`src/rtl/wt_sum_pipe.sv`:
```
`default_nettype none
// +-----------------------------------------------------------------------------+
// | Module   : wt_sum_pipe                                                      |
// | Purpose  : Pipelined Wallace-tree multi-operand adder with valid/ready.     |
// |            Optional accumulator behind the CPA when WT_SUM_ACC_EN defined.  |
// | Revision : 1.0  initial release                                             |
// +-----------------------------------------------------------------------------+
module wt_sum_pipe #(
  parameter int NOPS   = 4,
  parameter int WIDTH  = 4,
  parameter int STAGES = 2,
  parameter int OUT_W  = WIDTH + $clog2(NOPS)
`ifdef WT_SUM_ACC_EN
  ,
  parameter int ACC_W  = OUT_W + 8
`endif
) (
  input  logic                    clk,
  input  logic                    rst_n,
  input  logic                    in_valid,
  output logic                    in_ready,
  input  logic                    signed_mode,
  input  logic [NOPS*WIDTH-1:0]   ops,
  output logic                    out_valid,
  input  logic                    out_ready,
`ifdef WT_SUM_ACC_EN
  output logic [ACC_W-1:0]        result,
  input  logic                    acc_clr
`else
  output logic [OUT_W-1:0]        result
`endif
);

  typedef logic [NOPS-1:0][OUT_W-1:0] vec_t;

  function automatic int num_levels();
    int n;
    int lv;
    n  = NOPS;
    lv = 0;
    for (int l = 0; l < 16; l++) begin
      if (n > 2) begin
        n  = 2 * (n / 3) + n % 3;
        lv = lv + 1;
      end
    end
    return lv;
  endfunction

  localparam int LEVELS = num_levels();

  // Number of live rows entering CSA level lvl.
  function automatic int cnt_at(input int lvl);
    int n;
    n = NOPS;
    for (int l = 0; l < 16; l++) begin
      if (l < lvl) n = 2 * (n / 3) + n % 3;
    end
    return n;
  endfunction

  function automatic int lvl_lo(input int s);
    if (STAGES == 1) return 0;
    if (s >= STAGES - 1) return LEVELS;
    return s * LEVELS / (STAGES - 1);
  endfunction

  function automatic int lvl_hi(input int s);
    if (STAGES == 1 || s >= STAGES - 1) return LEVELS;
    return (s + 1) * LEVELS / (STAGES - 1);
  endfunction

  // One 3:2 level: each full triple becomes sum+carry, leftovers pass through.
  function automatic vec_t csa_level(input vec_t v, input int n);
    vec_t             o;
    logic [OUT_W-1:0] maj;
    int               g;
    o = '0;
    g = n / 3;
    for (int i = 0; i < NOPS / 3; i++) begin
      if (i < g) begin
        maj        = (v[3*i] & v[3*i+1]) | (v[3*i] & v[3*i+2]) | (v[3*i+1] & v[3*i+2]);
        o[2*i]     = v[3*i] ^ v[3*i+1] ^ v[3*i+2];
        o[2*i+1]   = {maj[OUT_W-2:0], 1'b0};
      end
    end
    for (int j = 0; j < 2; j++) begin
      if (j < n % 3) o[2*g+j] = v[3*g+j];
    end
    return o;
  endfunction

  function automatic logic [OUT_W-1:0] cpa(input vec_t v);
    return v[0] + v[1];
  endfunction

  logic en;
  vec_t w_ext;

  assign en       = !out_valid | out_ready;
  assign in_ready = en;

  always_comb begin
    w_ext = '0;
    for (int k = 0; k < NOPS; k++) begin
      w_ext[k] = {{(OUT_W-WIDTH){signed_mode & ops[k*WIDTH+WIDTH-1]}}, ops[k*WIDTH +: WIDTH]};
    end
  end

  for (genvar s = 0; s < STAGES; s++) begin : g_stage
    localparam int LO = lvl_lo(s);
    localparam int HI = lvl_hi(s);

    vec_t w_in;
    vec_t w_red;
    logic w_vin;
    logic r_vld;
`ifdef WT_SUM_ACC_EN
    logic w_min;
`endif

    if (s == 0) begin : g_first
      assign w_in  = w_ext;
      assign w_vin = in_valid;
`ifdef WT_SUM_ACC_EN
      assign w_min = signed_mode;
`endif
    end else begin : g_next
      assign w_in  = g_stage[s-1].g_reg.r_vec;
      assign w_vin = g_stage[s-1].r_vld;
`ifdef WT_SUM_ACC_EN
      assign w_min = g_stage[s-1].g_reg.r_mode;
`endif
    end

    always_comb begin
      w_red = w_in;
      for (int l = 0; l < LEVELS; l++) begin
        if (l >= LO && l < HI) w_red = csa_level(w_red, cnt_at(l));
      end
    end

    always_ff @(posedge clk or negedge rst_n) begin
      if (!rst_n)  r_vld <= 1'b0;
      else if (en) r_vld <= w_vin;
    end

    if (s < STAGES - 1) begin : g_reg
      vec_t r_vec;
`ifdef WT_SUM_ACC_EN
      logic r_mode;
      always_ff @(posedge clk or negedge rst_n) begin
        if (!rst_n)  r_mode <= 1'b0;
        else if (en) r_mode <= w_min;
      end
`endif
      always_ff @(posedge clk or negedge rst_n) begin
        if (!rst_n)  r_vec <= '0;
        else if (en) r_vec <= w_red;
      end
    end else begin : g_out
      logic [OUT_W-1:0] w_sum;
      assign w_sum = cpa(w_red);
`ifdef WT_SUM_ACC_EN
      logic [ACC_W-1:0] w_add;
      assign w_add = w_min ? {{(ACC_W-OUT_W){w_sum[OUT_W-1]}}, w_sum}
                           : {{(ACC_W-OUT_W){1'b0}}, w_sum};
      // The result register doubles as the accumulator; acc_clr restarts it.
      always_ff @(posedge clk or negedge rst_n) begin
        if (!rst_n)           result <= '0;
        else if (en && w_vin) result <= (acc_clr ? '0 : result) + w_add;
      end
`else
      always_ff @(posedge clk or negedge rst_n) begin
        if (!rst_n)           result <= '0;
        else if (en && w_vin) result <= w_sum;
      end
`endif
    end
  end

  assign out_valid = g_stage[STAGES-1].r_vld;

endmodule
`default_nettype wire

```
`config.mk`:
```
export PLATFORM = sky130hd
export DESIGN_NAME = wt_sum_pipe
export DESIGN_NICKNAME = d
export VERILOG_FILES = /design/src/rtl/wt_sum_pipe.sv
export SDC_FILE = /design/constraint.sdc
export NUM_CORES = 1
export LEC_CHECK = 0
export BUFFER_PORTS_ARGS = -buffer_cell sky130_fd_sc_hd__clkbuf_2
export CORE_MARGIN = 2
export CORE_UTILIZATION = 51
export CTS_CLUSTER_SIZE = 14
export DETAILED_ROUTE_END_ITERATION = 10
export GPL_TIMING_DRIVEN = 0
export PLACE_DENSITY = 0.85
export SYNTH_ARGS = -nofsm -noshare
export SYNTH_HDL_FRONTEND = slang
export SYNTH_SLANG_ARGS = --single-unit
```
`constraint.sdc`:
```
create_clock -name clk -period 2 [get_ports clk]
set_input_delay 0.4 -clock clk [delete_from_list [all_inputs] [get_ports clk]]
set_output_delay 0.4 -clock clk [all_outputs]
set_load 0.02 [all_outputs]
```
==> results.json <==
{
  "ioPinCount": 29,
  "critPathMaxStageDelay_ns": 0.39,
  "seq_area_sq_um": 475,
  "slew_headroom": 0.699,
  "drive_above_1_share": 0.294,
  "p_leak_nw": 0.693,
  "num_rows": 16,
  "area_growth_pct": 18.3,
  "hold_ws_ns": 0.0335,
  "timing.final.crit_period_ns": 1.72,
  "synthSimpleGateAreaFrac": 0.179,
  "crit_chain": "nor2b_4 > inv_6 > buf_2 > clkbuf_2",
  "post-route-util": 0.652,
  "drt-pass1-iter-count": 4,
  "finalHoldViolCount": 0,
  "crit_type": "reg2out",
  "clkTransAtPathRegs_ns": 0.10,
  "synth_area_per_cell_sq_um": 10.6,
  "first_iter_violations": 9,
  "synth-main-ff-cell": "dfrtp_1",
  "pwr_density_cell_nw_per_um2": 1000,
  "min_path_type": "in2async",
  "clk_latency_ns": 0.29,
  "core-area_sq_um": 2000,
  "finalSetupViolations": 0,
  "overflow": 0,
  "rsz0062_at_grt": "no",
  "cts_resized": 0,
  "critPathSlowestCell": "dfrtp_1",
  "initial_core_util": 0.551,
  "crit_required_ns": 1.60,
  "stdcell_count": 163,
  "track_usage": 0.178,
  "synth_edf_count": 0,
  "vias": 796,
  "synth_top_family_by_area": "adder cells",
  "ir_drop_mv": 0.553,
  "postSynth.asyncResetShare": 1.00,
  "dp_hpwl_mm": 1.55,
  "clkSinkCount": 19,
  "viasPerCell": 4.88,
  "syn_inst": 104,
  "grt_pass1_vias": 803,
  "synth-xor-area-share": 0.0476,
  "startpoint_type": "flop",
  "drv_cap": 0,
  "place_inst": 159,
  "die_h_microns": 50.5,
  "htreeDepth": 1,
  "cp_max_fo": 10,
  "post_cts_buffers": 0,
  "worst_pin_slew_ns": 0.451,
  "cp.arrival_ns": 1.32,
  "status": "completed",
  "drc": 0,
  "final_max_slew_viol_count": 0,
  "yosysSeqAreaShare": 0.431,
  "netlist_area_sq_um": 1100,
  "cts_made_buffers": 3,
  "synth_compound_area_frac": 0.0465,
  "setup.worst_path.end_class": "primary output",
  "synthAdderAreaFrac": 0.238,
  "grt_pass1_wl_mm": 3.39,
  "yosys_warnings": 0,
  "gp_congestion": 0.774,
  "tns_ns": 0,
  "antenna_found_initial": 0,
  "grt_max_degree": 20,
  "layout_worst_path_cycle_share": 0.858,
  "chipWidth_microns": 50.5,
  "final_nets": 173,
  "die_area_sq_um": 2550,
  "clock-skew-final_ns": 0.00580,
  "routed_wl_mm": 1.87,
  "p_total_mw": 1.31,
  "cts_tree": "done",
  "insertedDiodeCount": 0,
  "synth_nets": 140,
  "clockRootBuffer": "clkbuf_4",
  "synthMuxAreaShare": 0.0272,
  "ant_nets": 0,
  "ctsHoldBuffers": 0,
  "drt-wirelength-per-cell_microns": 11.5,
  "max_freq_mhz": 583,
  "port_buffers": 28,
  "rr_worst_depth": 7,
  "ys_ff_latch": 19,
  "synth_cell_types": 20,
  "multiInputGateArea_sq_um": 594,
  "cts.path.max_buffers": 2,
  "fillCellCount": 169
}
-- registers in the layout, summed over array words and instances (netlist names) --
signal               cells
g_stage.r_vld            1
out_valid                1
result                   6
g_stage.g_reg.r_vec     11
-- synth_stat cells, drive strengths merged (3+ instances only) --
cell type | instances | share of area
dfrtp | 19 | 0.43
xnor2 | 3 | 0.024
nand2 | 40 | 0.14
fa | 10 | 0.18
xor2 | 3 | 0.024
ha | 5 | 0.057
o21ai | 6 | 0.027
inv | 5 | 0.022
-- routing by layer --
| layer | GRT usage | part of all wire | vias to the layer above | wire, microns |
|---|---|---|---|---|
| met5 | 0 | 0 | - | 0 |
| li1 | - | - | 393 | - |
| met1 | 0.224 | 0.41 | 375 | 769 |
| met3 | 0.0298 | 0.053 | 2 | 99 |
| met4 | 0.0721 | 0.013 | 0 | 24 |
| met2 | 0.305 | 0.52 | 26 | 980 |
-- power by group --
group,total (mW),leakage [nW],internal (mW),switching [mW]
Clock,0.183,0.0177,0.0743,0.109
Sequential,0.564,0.230,0.500,0.0638
Combinational,0.563,0.446,0.240,0.322
Total,1.31,0.693,0.815,0.495
-- cells by family after synthesis --
logic type	Yosys count
AND/OR/NAND/NOR	46
flip-flops	19
adder cells (fa/ha/maj)	15
AO/OA/AOI/OAI	9
buffers and inverters	7
XOR/XNOR	6
multiplexers	2
-- final timing paths --
kind,startpoint,endpoint,slack [ns]
setup reg to reg,g_stage[0].g_reg.r_vec[7],result[5],0.36
setup / recovery,out_valid,in_ready,0.28
max in group asynchronous,rst_n,g_stage[0].g_reg.r_vec[11],1.65
hold / removal,rst_n,result[4],0.03
hold reg to reg,g_stage[0].g_reg.r_vec[10],g_stage[0].g_reg.r_vec[10],0.49
min in group clk,in_valid,g_stage[0].r_vld,0.33
-- worst max-delay path: cells and delay by family (launching register included) --
family | cells | cell delay, ns
buffers and inverters | 3 | 0.50
and+or+nand+nor | 1 | 0.14
DFF | 1 | 0.39
-- final cells by class --
cell class,count,area share
flip-flops and latches,19,0.364
well taps,27,0.0259
multi-input cells,78,0.455
inverters,5,0.0182
plain buffers,2,0.00767
clock buffers,3,0.0173
clock inverters,1,0.00384
repair buffers,28,0.107
-- through the flow --
stage / setup slack (ns) / instance area, sq um
final: 0.284 / 1310
after floorplan: 0.232 / 1100
after CTS: 0.269 / 1310
after detailed placement: 0.0536 / 1280
after global routing: 0.210 / 1310
after global placement: 0.0967 / 1280
-- placed cells by master (no fill, tap or decap), types with 2 or more instances in the layout --
cell / count
nand2_1: 39
clkbuf_2: 28
dfrtp_1: 19
fa_1: 10
ha_1: 5
inv_1: 4
o21ai_0: 4
xor2_1: 3
xnor2_1: 3
clkbuf_4: 3
buf_2: 2
o21ai_1: 2
mux2_4: 2
nand2b_1: 2
nor2_1: 2
Note: power is estimated with default switching activity, not from simulation.
